<file path="config.mk">
export PLATFORM = sky130hd
export DESIGN_NAME = bin2bcd_seq_flat
export DESIGN_NICKNAME = d
export VERILOG_FILES = /design/src/rtl/bin2bcd_seq_if.sv /design/src/rtl/bin2bcd_seq.sv /design/src/flat_wrapper.sv
export SDC_FILE = /design/constraint.sdc
export NUM_CORES = 1
export LEC_CHECK = 0
export BUFFER_PORTS_ARGS = -buffer_cell sky130_fd_sc_hd__clkbuf_2
export CAP_MARGIN = 5
export CORE_UTILIZATION = 42
export DETAILED_ROUTE_END_ITERATION = 10
export GPL_TIMING_DRIVEN = 0
export SYNTH_ARGS = -nofsm -noshare
export SYNTH_HDL_FRONTEND = slang
export SYNTH_SLANG_ARGS = --single-unit
</file>
<file path="constraint.sdc">
create_clock -name sysclk -period 1.6 [get_ports sysclk]
set_input_delay 0.16 -clock sysclk [delete_from_list [all_inputs] [get_ports sysclk]]
set_output_delay 0.16 -clock sysclk [all_outputs]
set_load 0.01 [all_outputs]
</file>
<file path="src/rtl/bin2bcd_seq_if.sv">
// Handshake and result bundle for the sequential binary-to-BCD converter.
interface bin2bcd_seq_if #(
    parameter int N_BITS = 14
);
    logic              start;
    logic [N_BITS-1:0] bin_in;
    logic              busy;
    logic              done;
    logic [3:0]        BCD_0;
    logic [3:0]        BCD_1;
    logic [3:0]        BCD_2;
    logic [3:0]        BCD_3;
    logic [3:0]        BCD_4;

    modport master (
        output start, bin_in,
        input  busy, done, BCD_0, BCD_1, BCD_2, BCD_3, BCD_4
    );

    modport slave (
        input  start, bin_in,
        output busy, done, BCD_0, BCD_1, BCD_2, BCD_3, BCD_4
    );
endinterface

</file>
<file path="src/rtl/bin2bcd_seq.sv">
// Sequential double-dabble converter: one bit per clock, results
// published only when the full conversion is complete.
module bin2bcd_seq #(
    parameter int N_BITS = 14
) (
    input  logic          sysclk,
    input  logic          reset,
    bin2bcd_seq_if.slave  bus
);
    typedef enum logic {
        IDLE,
        SHIFT
    } state_t;

    state_t            state_q, state_d;
    logic [N_BITS-1:0] sr_q, sr_d;
    logic [19:0]       scr_q, scr_d;
    logic [4:0]        cnt_q, cnt_d;
    logic              busy_q, busy_d;
    logic              done_q, done_d;
    logic [19:0]       bcd_q, bcd_d;
    logic [15:0]       adj;

    // The top digit is below 5 before every shift for inputs up to
    // 16 bits, so its add-3 is an identity and it passes straight through.
    always_comb begin
        adj = '0;
        for (int i = 0; i < 4; i++) begin
            if (scr_q[4*i +: 4] >= 4'd5)
                adj[4*i +: 4] = scr_q[4*i +: 4] + 4'd3;
            else
                adj[4*i +: 4] = scr_q[4*i +: 4];
        end
    end

    always_comb begin
        state_d = state_q;
        sr_d    = sr_q;
        scr_d   = scr_q;
        cnt_d   = cnt_q;
        busy_d  = busy_q;
        done_d  = 1'b0;
        bcd_d   = bcd_q;
        unique case (state_q)
            IDLE: begin
                if (bus.start) begin
                    sr_d    = bus.bin_in;
                    scr_d   = '0;
                    cnt_d   = 5'(N_BITS);
                    busy_d  = 1'b1;
                    state_d = SHIFT;
                end
            end
            SHIFT: begin
                if (cnt_q != 5'd0) begin
                    scr_d = {scr_q[18:16], adj, sr_q[N_BITS-1]};
                    sr_d  = sr_q << 1;
                    cnt_d = cnt_q - 5'd1;
                end else begin
                    bcd_d   = scr_q;
                    done_d  = 1'b1;
                    busy_d  = 1'b0;
                    state_d = IDLE;
                end
            end
            default: state_d = IDLE;
        endcase
    end

    always_ff @(posedge sysclk or posedge reset) begin
        if (reset) begin
            state_q <= IDLE;
            sr_q    <= '0;
            scr_q   <= '0;
            cnt_q   <= '0;
            busy_q  <= 1'b0;
            done_q  <= 1'b0;
            bcd_q   <= '0;
        end else begin
            state_q <= state_d;
            sr_q    <= sr_d;
            scr_q   <= scr_d;
            cnt_q   <= cnt_d;
            busy_q  <= busy_d;
            done_q  <= done_d;
            bcd_q   <= bcd_d;
        end
    end

    assign bus.busy  = busy_q;
    assign bus.done  = done_q;
    assign bus.BCD_0 = bcd_q[3:0];
    assign bus.BCD_1 = bcd_q[7:4];
    assign bus.BCD_2 = bcd_q[11:8];
    assign bus.BCD_3 = bcd_q[15:12];
    assign bus.BCD_4 = bcd_q[19:16];
endmodule

</file>
<file path="src/flat_wrapper.sv">
// flat-port wrapper written by rule: the top's interface ports become plain ports
module bin2bcd_seq_flat 
#(
    parameter int N_BITS = 14
)
  (sysclk, reset, bus_start, bus_bin_in, bus_busy, bus_done, bus_BCD_0, bus_BCD_1, bus_BCD_2, bus_BCD_3, bus_BCD_4);
  bin2bcd_seq_if #(.N_BITS(N_BITS)) bus_i ();
  input  logic sysclk;
  input  logic reset;
  input wire logic [$bits(bus_i.start)-1:0] bus_start;
  input wire logic [$bits(bus_i.bin_in)-1:0] bus_bin_in;
  output wire logic [$bits(bus_i.busy)-1:0] bus_busy;
  output wire logic [$bits(bus_i.done)-1:0] bus_done;
  output wire logic [$bits(bus_i.BCD_0)-1:0] bus_BCD_0;
  output wire logic [$bits(bus_i.BCD_1)-1:0] bus_BCD_1;
  output wire logic [$bits(bus_i.BCD_2)-1:0] bus_BCD_2;
  output wire logic [$bits(bus_i.BCD_3)-1:0] bus_BCD_3;
  output wire logic [$bits(bus_i.BCD_4)-1:0] bus_BCD_4;
  assign bus_i.start = bus_start;
  assign bus_i.bin_in = bus_bin_in;
  assign bus_busy = bus_i.busy;
  assign bus_done = bus_i.done;
  assign bus_BCD_0 = bus_i.BCD_0;
  assign bus_BCD_1 = bus_i.BCD_1;
  assign bus_BCD_2 = bus_i.BCD_2;
  assign bus_BCD_3 = bus_i.BCD_3;
  assign bus_BCD_4 = bus_i.BCD_4;
  bin2bcd_seq #(.N_BITS(N_BITS)) u_core (.sysclk(sysclk), .reset(reset), .bus(bus_i));
endmodule
</file>
======== After elaboration in Yosys (flattened, before gate mapping) ========
Index checks and enable logic that the tools add are counted.
storage, ports and cells
  word-level logic and storage cells ...... 46
  output and inout bits ................... 22
  register bits ........................... 62
operators by class
  multiplexer cells ....................... 21
  order comparisons ....................... 4
  add/subtract/negate cells ............... 5
  eq/ne operators ......................... 3
  bitwise gates (word level) .............. 2
  reduce and logical (&&, ||, !) cells .... 4
operator list
  cell                   count
  $mux W20               2
  $pmux W20 S2           1
  $mux W14               2
  $pmux W14 S2           1
  $add A4 B2 Y4 const B  4
  $ge A4 B3 Y1 const B   4
  $mux W4                4
  $mux W5                2
  $pmux W5 S2            1
  $mux W1                6
  $ne A2 B2 Y1 const B   3
  $reduce_and A2 Y1      3
  $reduce_bool A5 Y1     1
  $sub A5 B1 Y5 const B  1
  $pmux W1 S2            2
  $not A1 Y1             2

======== Logic depth before layout (Yosys ltp) ========
  word-level depth ........................ 4
  gate-level depth with buffers ........... 8
  mapped depth without buffers ............ 6

======== Worst setup path after synthesis ========
OpenSTA, ideal clock, no wires.
  path kind ............................... register to register
  start point ............................. register u_core.cnt_q[0]
  end point ............................... register u_core.scr_q[10]
  setup time .............................. 0.121 ns
  cell stages (with the launch flop) ...... 8
  path slack .............................. -0.222 ns
  data arrival time ....................... 1.701 ns
  required time ........................... 1.479 ns
  period minus slack after synthesis ...... 1.822 ns
  cells stage by stage .................... dfrtp_1 -> inv_1 -> ha_1 -> or4b_4 -> and2_1 -> buf_6 -> buf_6 -> a22o_1
on the way
  word-level cells in the longest chain between the ends .. 3
RTL lines
  item                                line               RTL
  from (decl)                         bin2bcd_seq.sv:18  logic [4:0] cnt_q, cnt_d;
  from (signal assigned)              bin2bcd_seq.sv:83  cnt_q <= cnt_d;
  $reduce_bool A5 Y1                  bin2bcd_seq.sv:55  if (cnt_q != 5'd0) begin
  $ne A2 B2 Y1 (no source line)       -
  $reduce_and A2 Y1 (no source line)  -
  to (signal assigned)                bin2bcd_seq.sv:82  scr_q <= scr_d;
  to (decl)                           bin2bcd_seq.sv:17  logic [19:0] scr_q, scr_d;
Every way passes these cells.
A chain may end at the register's enable or synchronous reset.

======== Final worst setup path ========
  start point ............................. register u_core.cnt_q[0]
  end point ............................... register u_core.scr_q[17]
Same word-level chain as after synthesis.

==> out/qor.txt <==
clock tree buffer depth = 2
synthesized instance count = 246
Die W = 83.4 um
Max Transition Viols Final = 0
Overflow after GRT = 0
ANT nets after route = 0
CP required = 1.88 ns
fin crit period = 1.82 ns
clk sinks = 62
synthesis-to-finish area growth = 34.2%
Final Routed Wirelength = 6190 um
Final period util = 1.14
Synth cell types = 30
ant diodes = 0
vias in the first global route = 2056
Crit. End Element = flop
DRT iter0 DRCs = 86
Syn Area/Cell = 11.3 um2
Final setup viols = 39
Vias/cell = 5.23
clk_lat worst skew = 0.34 ns
final hold vios = 0
FF-to-FF setup slack = -0.22 ns
routability cong. = 0.812
Core Region = 6390 um2
mean routed wirelength per cell = 15.7 um
count of buffers from port buffering = 38
nets@finish = 338
Clock Skew = 0.00712 ns
crit path DAT = 2.10 ns
Die Ht = 83.4 um
worst-margin pin slew = 0.593 ns
first-pass GRT wire length = 10200 um
Cell Pwr Density = 2240 nW/um2
DPL Wire Length = 3700 um
htree depth = 3
Area after DPL = 3100 um2
Seq/Total Area, Yosys = 0.558
die area = 6950 um2
CTS clk-pin slew, worst paths = 0.07 ns
DR vias = 2059
First-pass DRT Iterations = 4
unrepaired setup endpoints after global routing = true
initial antenna violation count = 0
critical path class = reg -> reg
#FFs+latches synth = 62
Slew HR = 0.604
Row Count = 29
syn nets = 272
Tightest Hold Check Type = in -> reg
Yosys warning count = 0
pin count of the biggest net entering global routing = 39
Reg2Reg Depth = 7
fin area = 3730 um2
R2R Path Start = u_core.cnt_q[0]
Critical R2R Capture = u_core.scr_q[17]
max_cap viols = 0
outcome = finished, violations left
Static Leak = 0.00184 uW
VDD IR-drop max = 902 uV
CP max FO = 10
Residual DRC = 0
Clk Tree Root Cell = clkbuf_8
fraction of layout instances using a drive strength above 1 = 0.394
Initial Utilization = 0.436
failing checks = setup timing
CTS tree = done
Post-Syn Area = 2780 um2
Setup crit start kind = flop
CP Launch Point = u_core.cnt_q[0]
Tot Pwr = 8370 uW
TritonCTS buffer count = 9
fmax = 549 MHz
Setup WS post-layout = -0.223 ns
gr usage total = 0.191
Critical Path Sink = u_core.scr_q[17]
IO Count = 39
-- kinds of logic after synthesis --
logic type / Yosys count / share of synthesized area
AOI/OAI and AO/OA: 62 / 0.137
xor gates and xnor gates: 4 / 0.0126
adders and majority gates: 9 / 0.0405
buffers and inverters: 24 / 0.0472
DFF: 62 / 0.558
muxes: 29 / 0.110
and+or+nand+nor: 56 / 0.0958
-- flip-flops by register name, indices dropped and copies added (netlist names) --
signal,flops
u_core.scr_q,20
u_core.sr_q,14
u_core.bcd_q,20
u_core.cnt_q,5
u_core.state_q,1
u_core.bus.busy,1
u_core.bus.done,1
-- Yosys cell counts --
cell type | number | area share
nand3b_1 | 1 | 0.0027
nor3_1 | 1 | 0.0018
o22ai_1 | 7 | 0.016
dfrtp_1 | 62 | 0.56
buf_6 | 5 | 0.020
o211ai_1 | 5 | 0.013
nor2_1 | 4 | 0.0054
clkbuf_1 | 2 | 0.0027
nand2_1 | 33 | 0.045
nor2b_1 | 1 | 0.0022
buf_2 | 3 | 0.0054
a21oi_1 | 9 | 0.016
nand3_1 | 4 | 0.0072
a22o_1 | 8 | 0.025
a21oi_4 | 1 | 0.0058
a31oi_1 | 2 | 0.0045
mux2_2 | 12 | 0.049
inv_1 | 12 | 0.016
ha_1 | 9 | 0.040
xnor2_1 | 4 | 0.013
nand2b_1 | 5 | 0.011
buf_1 | 1 | 0.0013
o21ai_0 | 24 | 0.043
and2_1 | 1 | 0.0022
a211oi_1 | 2 | 0.0054
mux2i_1 | 17 | 0.061
o21ai_1 | 4 | 0.0072
or4b_4 | 1 | 0.0049
nor3b_1 | 5 | 0.013
inv_2 | 1 | 0.0013
-- how the worst min path moves through the flow --
stage / cells past startpoint / start / slack [ns] / end
2_1_floorplan: 1 / reset / 0.28 / u_core.bcd_q[0]
4_1_cts: 2 / bus_bin_in[0] / 0.05 / u_core.sr_q[0]
3_5_place_dp: 2 / reset / 0.24 / u_core.sr_q[9]
5_1_grt: 2 / bus_bin_in[0] / 0.08 / u_core.sr_q[0]
3_3_place_gp: 2 / bus_bin_in[0] / 0.41 / u_core.sr_q[0]
6_report: 2 / bus_bin_in[0] / 0.06 / u_core.sr_q[0]
-- critical path, stage by stage (launching register included) --
cell and delay (ns):
dfrtp_1 0.39, inv_1 0.06, ha_2 0.19, or4b_4 0.51, a21oi_4 0.19, buf_12 0.15, buf_12 0.13, a22o_1 0.13
-- routing by layer --
metal | up-vias | GRT usage | share of wire
li1 | 999 | - | -
met1 | 1017 | 0.254 | 0.47
met2 | 32 | 0.291 | 0.48
met3 | 11 | 0.0507 | 0.030
met4 | 0 | 0.0878 | 0.021
met5 | - | 0 | 0
-- placed cells by master (no fill, tap or decap), drive strengths merged --
master / synthesis / layout
nor3b: 5 / 5
nand2: 33 / 33
a211oi: 2 / 2
mux2i: 17 / 17
nand2b: 5 / 5
o21ai: 28 / 28
a31oi: 2 / 2
nor2b: 1 / 1
or4b: 1 / 1
bufinv: 0 / 3
nor3: 1 / 1
mux2: 12 / 12
a22o: 8 / 8
dfrtp: 62 / 62
a21oi: 10 / 10
o22ai: 7 / 7
xnor2: 4 / 4
and2: 1 / 1
clkbuf: 2 / 54
nand3: 4 / 4
o211ai: 5 / 5
buf: 9 / 22
nor2: 4 / 4
clkinv: 0 / 1
nand3b: 1 / 1
inv: 13 / 13
dlygate4sd3: 0 / 1
clkinvlp: 0 / 1
ha: 9 / 9
-- per-stage QoR --
stage / TNS [ns] / util / worst slack (ns) / hold WS, ns / std cells
after floorplan: -4.45 / - / -0.170 / 0.279 / 246
after global placement: -14.70 / 0.482 / -0.400 / 0.405 / 361
after detailed placement: -15.62 / 0.486 / -0.435 / 0.243 / 362
after CTS: -8.06 / 0.555 / -0.236 / 0.0521 / 390
after global routing: -10.30 / 0.585 / -0.269 / 0.0796 / 394
final: -7.49 / 0.585 / -0.223 / 0.0621 / 394
-- cell type report --
| type | count | area (um2) |
|---|---|---|
| clock buffers | 12 | 135 |
| inverters | 13 | 60.1 |
| repair buffers | 55 | 409 |
| well taps | 77 | 96.3 |
| flip-flops and latches | 62 | 1550 |
| plain buffers | 10 | 123 |
| clock inverters | 4 | 95.1 |
| repair inverters | 1 | 8.76 |
| fillers | 539 | 2650 |
| multi-input cells | 160 | 1260 |
-- report_power, final --
group / total, uW / leakage (uW) / internal [uW] / switching [uW]
clock: 1650 / 0.000115 / 1030 / 612
combinational: 3990 / 0.000941 / 2030 / 1960
sequential: 2740 / 0.000788 / 2250 / 489
total: 8370 / 0.00184 / 5310 / 3060
-- what timing repair did --
| item | 4_1_cts | 5_1_grt |
|---|---|---|
| hold buffers | 1 | 0 |
| resized for setup | 28 | 32 |
| endpoints found under the setup margin | 60 | 61 |
| buffers inserted | 9 | 2 |
| pin swaps | 3 | 12 |
| cloned | 2 | 3 |
| endpoints found under the hold margin | 24 | 0 |
(Power assumes the default switching activity.)
